`config.mk`:
```
export PLATFORM = sky130hd
export DESIGN_NAME = vga_timing_gen
export DESIGN_NICKNAME = d
export VERILOG_FILES = /design/src/rtl/vga_timing_gen.sv
export SDC_FILE = /design/constraint.sdc
export NUM_CORES = 1
export LEC_CHECK = 0
export CORE_MARGIN = 2
export CORE_UTILIZATION = 52
export CTS_CLUSTER_DIAMETER = 120
export CTS_CLUSTER_SIZE = 16
export DETAILED_ROUTE_END_ITERATION = 16
export PLACE_DENSITY = 0.86
export SYNTH_ARGS = -nofsm -noshare
export SYNTH_HDL_FRONTEND = slang
export SYNTH_SLANG_ARGS = --single-unit
```
`constraint.sdc`:
```
create_clock -name clk -period 5.1 [get_ports clk]
set_input_delay 1.02 -clock clk [delete_from_list [all_inputs] [get_ports clk]]
set_output_delay 1.02 -clock clk [all_outputs]
set_load 0.01 [all_outputs]
```
`src/rtl/vga_timing_gen.sv`:
```
// Parametrised VGA timing generator: pixel/line counters, sync pulses with
// selectable polarity, display enable, block-scaled coordinates, line/frame
// strobes and a completed-frame counter, advanced by a clock-enable prescaler.
module vga_timing_gen #(
    parameter int H_ACTIVE    = 800,
    parameter int H_FP        = 56,
    parameter int H_SYNC      = 120,
    parameter int H_BP        = 64,
    parameter int V_ACTIVE    = 600,
    parameter int V_FP        = 37,
    parameter int V_SYNC      = 6,
    parameter int V_BP        = 23,
    parameter bit H_POL       = 1'b1,
    parameter bit V_POL       = 1'b1,
    parameter int CLK_DIV     = 1,
    parameter int SCALE_SHIFT = 3,
    parameter int H_W         = 12,
    parameter int V_W         = 11
) (
    input  logic           clk,
    input  logic           reset,
    input  logic           enable,
    output logic           pix_ce,
    output logic [H_W-1:0] h_count,
    output logic [V_W-1:0] v_count,
    output logic [H_W-1:0] h_blk,
    output logic [V_W-1:0] v_blk,
    output logic           disp_en,
    output logic           hsync,
    output logic           vsync,
    output logic           line_start,
    output logic           frame_start,
    output logic [7:0]     frame_cnt
);

    localparam int H_TOTAL = H_ACTIVE + H_FP + H_SYNC + H_BP;
    localparam int V_TOTAL = V_ACTIVE + V_FP + V_SYNC + V_BP;

    localparam logic [H_W-1:0] H_LAST = H_W'(H_TOTAL - 1);
    localparam logic [H_W-1:0] H_VIS  = H_W'(H_ACTIVE);
    localparam logic [H_W-1:0] HS_BEG = H_W'(H_ACTIVE + H_FP);
    localparam logic [H_W-1:0] HS_END = H_W'(H_ACTIVE + H_FP + H_SYNC);

    localparam logic [V_W-1:0] V_LAST = V_W'(V_TOTAL - 1);
    localparam logic [V_W-1:0] V_VIS  = V_W'(V_ACTIVE);
    localparam logic [V_W-1:0] VS_BEG = V_W'(V_ACTIVE + V_FP);
    localparam logic [V_W-1:0] VS_END = V_W'(V_ACTIVE + V_FP + V_SYNC);

    localparam int            PW       = (CLK_DIV > 1) ? $clog2(CLK_DIV) : 1;
    localparam logic [PW-1:0] PRE_LAST = PW'(CLK_DIV - 1);

    logic [PW-1:0]  presc;
    logic           tick;
    logic           h_wrap;
    logic           v_wrap;
    logic [H_W-1:0] h_nxt;
    logic [V_W-1:0] v_nxt;
    logic [7:0]     fc_nxt;

    // Next-count computation; all decoded outputs are registered from these
    // values so they line up with h_count/v_count in the same cycle.
    always_comb begin
        tick   = enable && (presc == PRE_LAST);
        h_wrap = tick && (h_count == H_LAST);
        v_wrap = h_wrap && (v_count == V_LAST);
        h_nxt  = h_count;
        v_nxt  = v_count;
        fc_nxt = frame_cnt;
        if (tick) begin
            if (h_wrap) begin
                h_nxt = '0;
                if (v_wrap) begin
                    v_nxt  = '0;
                    fc_nxt = frame_cnt + 8'd1;
                end else begin
                    v_nxt = v_count + V_W'(1);
                end
            end else begin
                h_nxt = h_count + H_W'(1);
            end
        end
    end

    // Prescaler, counters, decoded timing outputs and strobes.
    always_ff @(posedge clk or posedge reset) begin
        if (reset) begin
            presc       <= '0;
            pix_ce      <= 1'b0;
            h_count     <= '0;
            v_count     <= '0;
            h_blk       <= '0;
            v_blk       <= '0;
            disp_en     <= 1'b1;
            hsync       <= ~H_POL;
            vsync       <= ~V_POL;
            line_start  <= 1'b0;
            frame_start <= 1'b0;
            frame_cnt   <= '0;
        end else begin
            presc       <= (enable && !tick) ? presc + PW'(1) : '0;
            pix_ce      <= tick;
            h_count     <= h_nxt;
            v_count     <= v_nxt;
            frame_cnt   <= fc_nxt;
            h_blk       <= h_nxt >> SCALE_SHIFT;
            v_blk       <= v_nxt >> SCALE_SHIFT;
            disp_en     <= (h_nxt < H_VIS) && (v_nxt < V_VIS);
            hsync       <= ((h_nxt >= HS_BEG) && (h_nxt < HS_END)) ? H_POL : ~H_POL;
            vsync       <= ((v_nxt >= VS_BEG) && (v_nxt < VS_END)) ? V_POL : ~V_POL;
            line_start  <= h_wrap;
            frame_start <= v_wrap;
        end
    end

endmodule

```
==> run metrics, run 1 <==
outcome=complete, no violations; worst hold stages=1; Gate power share=17.7%; CTS sink count=38; largest area contributor in the netlist=dfrtp_1; Final setup viols=0; Slew Viols, Final=0; distinct cell type count after synthesis=52; sequential share of power=between 50% and 60%; Max-cap violations=0; Reg2Reg Launch Point=h_count[4]$_DFF_PP0_; WL/cell=around 15 µm; clk root buf=clkbuf_8; initial DRC count=between 100 and 150; Data required, critical path=5.30 ns; sw frac=between 20 and 30%; Synth area leaders=dfrtp_1 (41%), buf_4 (7.7%), xnor2_1 (6.3%), nand3_1 (4.0%), nand2_1 (4.0%); FP Rows=23; RSZ-0062 raised after global routing=no; initial antenna violation count=0; via count of the first global-routing pass=~1700; post-synthesis sequential area ratio=a little over two fifths; CTS H-tree lvls=2; Post-synth ARST share=between 90% and 100%; # hold bufs at CTS=0; min-delay src=frame_cnt[6]$_DFFE_PP0P_; Congestion Overflow GR=0; fmax=just under 0.3 GHz; fin cells=323; Post-CTS Repair Setup Buffers=0; filler instances=approximately 340; worst reg-to-reg setup slack=about 2.1 ns; first-pass GRT wire length=roughly 8 mm; Clk pwr share=30.9%; Port Buffer Count=56; r2r worst-path depth=8; I/O pin count=between 60 and 70; CP Class=input pin to flop; EDFF count, synth=0; Yosys reg bits=38; cts bufs inserted=5; Final Hold Viols=0; Initial Utilization=55.10%; Placed Cells=roughly 320; Pwr Density=249.9 nW/µm²; top_reg_cell synth=dfrtp_1; die area=4840 µm²; tightest hold margin=~0.52 ns; area grow syn2layout=23.39%; Chip Height=between 60 and 70 µm; Skew-Pair Late Insertion Delay=a little under 0.3 ns; critical path arrival=approximately 3.6 ns; nature of the critical path endpoint=flop; GP Congestion=around 0.93; worst hold path class=flop to flop; CTS tree=yes; mapped cell area=roughly 2200 µm²; worst vdd ir=roughly 0.24 mV; share of cells above drive strength 1=~7.7%; Final period util=between 60% and 70%; most frequent cells in the layout=clkdlybuf4s50_1 (56), dfrtp_1 (37), nand2_1 (24); number of synthesis warnings=0; most common library cell in the layout ignoring fill and taps=clkdlybuf4s50_1; detailed placement HPWL=3.494 mm; Routed Antenna Nets=0; setup TNS=0 ns; Total GRT Usage=20.82%; Pint=0.0004964 W; Die Wd=69.57 µm; final wirelength=about 4.8 mm; Psw=between 0.00015 and 0.0002 W; Core Area=4058 µm²; synthesized area per cell=around 9.6 µm²; total power=roughly 0.00069 W; Worst slew margin=between 60% and 70%; CP Launch Type=input pin; maximum root-to-sink buffer count=2; DRC errors left=0; Synth top area share=about two fifths; worst-path maximum fanout=7; ant diodes=0; worst-margin pin slew=about 0.56 ns; Worst Skew=0.005680 ns; largest net degree at the start of global routing=39; routed vias=1802; Worst-path clk slew=0.07 ns; post_cts resized=0; fin crit period=about 3.4 ns; first-pass iteration count of the detailed router=6; Pleak=about 1.2 nW; Final #Nets=279; Hold Path End=frame_cnt[6]$_DFFE_PP0P_; worst flop-to-flop path endpoint=vsync$_DFF_PP0_; DR vias/cell=about 5.6; synthesized instance count=roughly 230
-- power groups by stage --
| stage | Sequential, W | Clock, W | Combinational [W] |
|---|---|---|---|
| floorplan | 0.000356 | 0 | 0.0000737 |
| global placement | 0.000359 | 0 | 0.000121 |
| detailed placement | 0.000360 | 0 | 0.000122 |
| CTS | 0.000354 | 0.000216 | 0.000124 |
| global route | 0.000359 | 0.000230 | 0.000134 |
| finish | 0.000355 | 0.000213 | 0.000122 |
-- critical path, cell delays in order --
cell,delay (ns)
clkdlybuf4s50_1,0.48
nand2b_1,0.17
or2_1,0.34
nor3_1,0.42
nand3_1,0.15
xnor2_1,0.19
or4_1,0.53
a311oi_1,0.26
-- registers in the layout, summed over array words and instances, names as in the netlist --
register,flops
frame_start,1
h_blk,1
hsync,1
v_blk,1
line_start,1
v_count,10
disp_en,1
vsync,1
h_count,11
pix_ce,1
presc,1
frame_cnt,8
-- routing by layer --
metal	vias up	GRT usage [%]	wire length, µm
met1	854	26.48	2085
met2	67	34.40	2372
li1	874	-	-
met5	-	0	0
met3	7	6.395	314
met4	0	5.664	62
-- cell families after synthesis --
kind of cell	after synthesis	share of synthesized area (%)
other	1	0.1677
and+or+nand+nor	94	23.45
xor gates and xnor gates	23	9.345
muxes	2	0.8954
adders and majority gates	4	2.238
buffers and inverters	43	12.31
DFF	38	42.59
AOI/OAI and AO/OA	29	9.010
-- area by class of cell --
type | instances | area (µm²) | share of cell area [%]
clock buffer | 7 | 86.33 | 3.129
sequential | 38 | 952.2 | 34.51
multi-input combinational | 159 | 1031 | 37.37
timing repair buffer | 57 | 568.0 | 20.59
clock inverter | 1 | 5.005 | 0.1814
inverter | 11 | 53.80 | 1.950
tap | 50 | 62.56 | 2.268
-- how the worst max path moves through the flow --
| stage | slack, ns | end | startpoint |
|---|---|---|---|
| 2_1_floorplan | 2.09 | disp_en$_DFF_PP1_ | enable |
| 3_3_place_gp | 1.55 | disp_en$_DFF_PP1_ | enable |
| 3_5_place_dp | 1.44 | disp_en$_DFF_PP1_ | enable |
| 4_1_cts | 1.73 | disp_en$_DFF_PP1_ | enable |
| 5_1_grt | 1.57 | disp_en$_DFF_PP1_ | enable |
| 6_report | 1.74 | disp_en$_DFF_PP1_ | enable |
-- synth_stat cells (3+ instances only) --
cell	n
dfrtp_1	37
nand2_1	24
buf_4	23
nand3_1	18
xnor2_1	16
nor2_1	9
inv_1	8
nor3_1	7
clkbuf_1	6
nand4_1	6
xor2_1	6
a21oi_1	5
and3_1	4
ha_1	4
nor4_1	4
o21ai_0	4
nand2b_1	3
nor3b_1	3
o31ai_1	3
or4_1	3
or4_4	3
-- through the flow --
step           utilization (%)  area [µm²]  setup WS (ns)
2_1_floorplan                -        2258          2.086
6_report                 67.99        2759          1.743
3_3_place_gp             65.74        2668          1.549
3_5_place_dp             65.74        2668          1.438
5_1_grt                  67.99        2759          1.566
4_1_cts                  67.99        2759          1.729
Note: power is estimated with default switching activity, not from simulation.
==> run 2, diff against run 1 <==
--- a/config.mk
+++ b/config.mk
@@ -6,11 +6,11 @@
 export NUM_CORES = 1
 export LEC_CHECK = 0
 export CORE_MARGIN = 2
-export CORE_UTILIZATION = 52
+export CORE_UTILIZATION = 43
 export CTS_CLUSTER_DIAMETER = 120
 export CTS_CLUSTER_SIZE = 16
 export DETAILED_ROUTE_END_ITERATION = 16
-export PLACE_DENSITY = 0.86
+export PLACE_DENSITY = 0.76
 export SYNTH_ARGS = -nofsm -noshare
 export SYNTH_HDL_FRONTEND = slang
 export SYNTH_SLANG_ARGS = --single-unit
==> constraint.sdc (replaced) <==
create_clock -name clk -period 2.9 [get_ports clk]
set_input_delay 0.58 -clock clk [delete_from_list [all_inputs] [get_ports clk]]
set_output_delay 0.58 -clock clk [all_outputs]
set_load 0.01 [all_outputs]
==> run 2 against run 1 <==
  * Sequential cell count unchanged
  * Non-clock buffer count up 30
  * Routed wire length increased by 12%
  * Sequential power grew 70%
  * Clock-buffer cell count down 1
  * Register-to-register slack got worse by 2.0 ns
  * Sequential share of layout area is 3.5 points lower
  * Via count increased by 7.4%
  * Core utilization is 7.5 points lower
  * Setup slack worse by 1.6 ns
  * Largest cell class unchanged
  * Highest routed layer unchanged
==> run metrics, run 2 (synthesis gave the netlist of run 1 again) <==
worst path bufs/invs=1 (unchanged); Final setup viols=0 (unchanged); CP max stage delay=0.57 ns (+0.04 ns); area grow syn2layout=37.32%; CTS tree=yes; worst-margin pin slew=0.5177 ns (-0.04217 ns); critical path arrival=2.99 ns (-0.57 ns); Hold Path End=frame_cnt[7]$_DFFE_PP0P_; Max-cap violations=0 (unchanged); first-pass iteration count of the detailed router=4 (-2); Port Buffer Count=56 (unchanged); Routed Antenna Nets=0 (unchanged); worst hold path class=flop to flop; Reg2Reg Launch Point=h_count[9]$_DFF_PP0_; Core Area=5075 µm² (+25%); Data required, critical path=3.10 ns (-2.20 ns); FP Rows=26 (+13%); Final period util=approximately 96%; fin crit period=around 2.8 ns; Total GRT Usage=18.93% (-1.9 points); share of cells above drive strength 1=18.15% (+10 points); Largest regs=h_count: 11 flops, v_count: 10 flops, frame_cnt: 8 flops; WL/cell=14.45 µm (-3.4%); initial antenna violation count=0 (unchanged); worst hold stages=1 (unchanged); DR vias/cell=5.190 (-7.0%); largest net degree at the start of global routing=39 (unchanged); largest reg by FF count=h_count; Pleak=1.342 nW (+15%); clk root buf=clkbuf_8; final core occ=60.50% (-7.5 points); Pwr Density=463.9 nW/µm² (+86%); CP delay by family, top=simple AND/OR/NAND/NOR gates; routed vias=1936 (+7.4%); via count of the first global-routing pass=1825 (+9.6%); fmax=around 0.36 GHz; die area=5793 µm² (+20%); CTS H-tree lvls=2 (unchanged); Final #Nets=309 (+11%); most frequent cells in the layout=clkdlybuf4s50_1 (56), dfrtp_1 (36), buf_4 (31); Die Wd=76.11 µm (+9.4%); most common library cell in the layout ignoring fill and taps=clkdlybuf4s50_1; worst vdd ir=0.4497 mV (+87%); GP Congestion=0.8986 (-3.0%); worst flop-to-flop path endpoint=vsync$_DFF_PP0_; I/O pin count=63 (unchanged); filler instances=460 (+37%); nature of the critical path endpoint=flop; Chip Height=76.11 µm (+9.4%); final instance area=3070 µm² (+11%); worst reg-to-reg setup slack=0.12 ns (-2.01 ns); min-delay src=frame_cnt[7]$_DFFE_PP0P_; detailed placement HPWL=4.037 mm (+16%); area of the multi-input gates=1040 µm² (+0.85%); maximum root-to-sink buffer count=2 (unchanged); Initial Utilization=44.06% (-11 points); r2r worst-path depth=8 (unchanged); # hold bufs at CTS=0 (unchanged); Worst slew margin=65.17% (+2.8 points); Cell Area, Placed=2910 µm² (+9.1%); Skew-Pair Late Insertion Delay=0.29 ns (about the same); first-pass GRT wire length=8.928 mm (+11%); Worst-path clk slew=0.08 ns (about the same); worst path cell trace=or4b_4 -> or4_4 -> clkinv_8 -> and3_1 -> o22a_2 -> nand3_1 -> or3b_1 -> a211oi_2; CP Launch Type=flop; Final Hold Viols=0 (unchanged); DRC errors left=0 (unchanged); Slew Viols, Final=0 (unchanged); final wirelength=5.390 mm (+12%); CTS sink count=38 (unchanged); outcome=complete, no violations; Largest register FFs=11 (unchanged); initial DRC count=112 (-8.9%); worst-path maximum fanout=6 (-1); Worst Skew=0.007553 ns (+0.001874 ns); Congestion Overflow GR=0 (unchanged); ant diodes=0 (unchanged); Seq. cell area=953.4 µm² (+0.13%); Slowest cell on crit path=or4_4; CP Class=flop to flop; cts bufs inserted=5 (unchanged)
-- run 2: what timing repair did --
| action | in CTS | in global routing |
|---|---|---|
| gates resized for setup | 0 | 3 |
| buffers inserted | 0 | 1 |
| endpoints found under the setup margin | 0 | 2 |
-- run 2: layout make-up --
cell class	instances	area share, %
repair buffers	87	25.84
flip-flops and latches	38	31.05
multi-input cells	159	33.86
clock inverters	2	1.956
well taps	70	2.852
inverters	11	1.752
clock buffers	6	2.689
-- run 2: worst max path at each step --
stage / endpoint / slack [ns] / start / cells after the start
final: vsync$_DFF_PP0_ / 0.12 / h_count[9]$_DFF_PP0_ / 8
after global routing: disp_en$_DFF_PP1_ / -0.07 / h_count[5]$_DFF_PP0_ / 10
after CTS: vsync$_DFF_PP0_ / 0.10 / h_count[9]$_DFF_PP0_ / 7
after detailed placement: vsync$_DFF_PP0_ / -0.09 / enable / 9
after global placement: vsync$_DFF_PP0_ / -0.02 / enable / 8
after floorplan: vsync$_DFF_PP0_ / 0.17 / h_count[5]$_DFF_PP0_ / 10
-- run 2: report_power, final --
group / internal (W) / total, W / leakage (nW) / switching (W)
Combinational: 0.000132 / 0.000260 / 0.767 / 0.000128
Sequential: 0.000563 / 0.000605 / 0.503 / 0.0000423
Clock: 0.000367 / 0.000559 / 0.0714 / 0.000192
Total: 0.00106 / 0.00142 / 1.34 / 0.000362
-- run 2: through the flow --
stage	TNS, ns	power [W]	hold slack (ns)	worst slack, ns	instances
floorplan	0	0.0007549	0.5075	0.1650	240
global placement	-0.02459	0.0008641	0.4620	-0.02459	364
detailed placement	-0.1462	0.0008746	0.4696	-0.08568	364
CTS	0	0.001440	0.4841	0.1037	372
global route	-0.07492	0.001498	0.4957	-0.07492	373
finish	0	0.001424	0.4755	0.1168	373
-- run 2: routing by layer --
layer  GRT usage (%)  routed length [µm]  vias to the layer above
met3           4.028                 300                        6
met2           31.16                2680                       74
met5               0                   0                        -
met1           25.23                2358                      927
met4           5.636                  51                        0
li1                -                   -                      929
==> run 3, diff against run 2 <==
--- a/config.mk
+++ b/config.mk
@@ -8,7 +8,7 @@
 export CORE_MARGIN = 2
 export CORE_UTILIZATION = 43
 export CTS_CLUSTER_DIAMETER = 120
-export CTS_CLUSTER_SIZE = 16
+export CTS_CLUSTER_SIZE = 10
 export DETAILED_ROUTE_END_ITERATION = 16
 export PLACE_DENSITY = 0.76
 export SYNTH_ARGS = -nofsm -noshare
==> results of run 3 <==
Same layout as run 2: the final DEF is identical, and so are final timing and power.
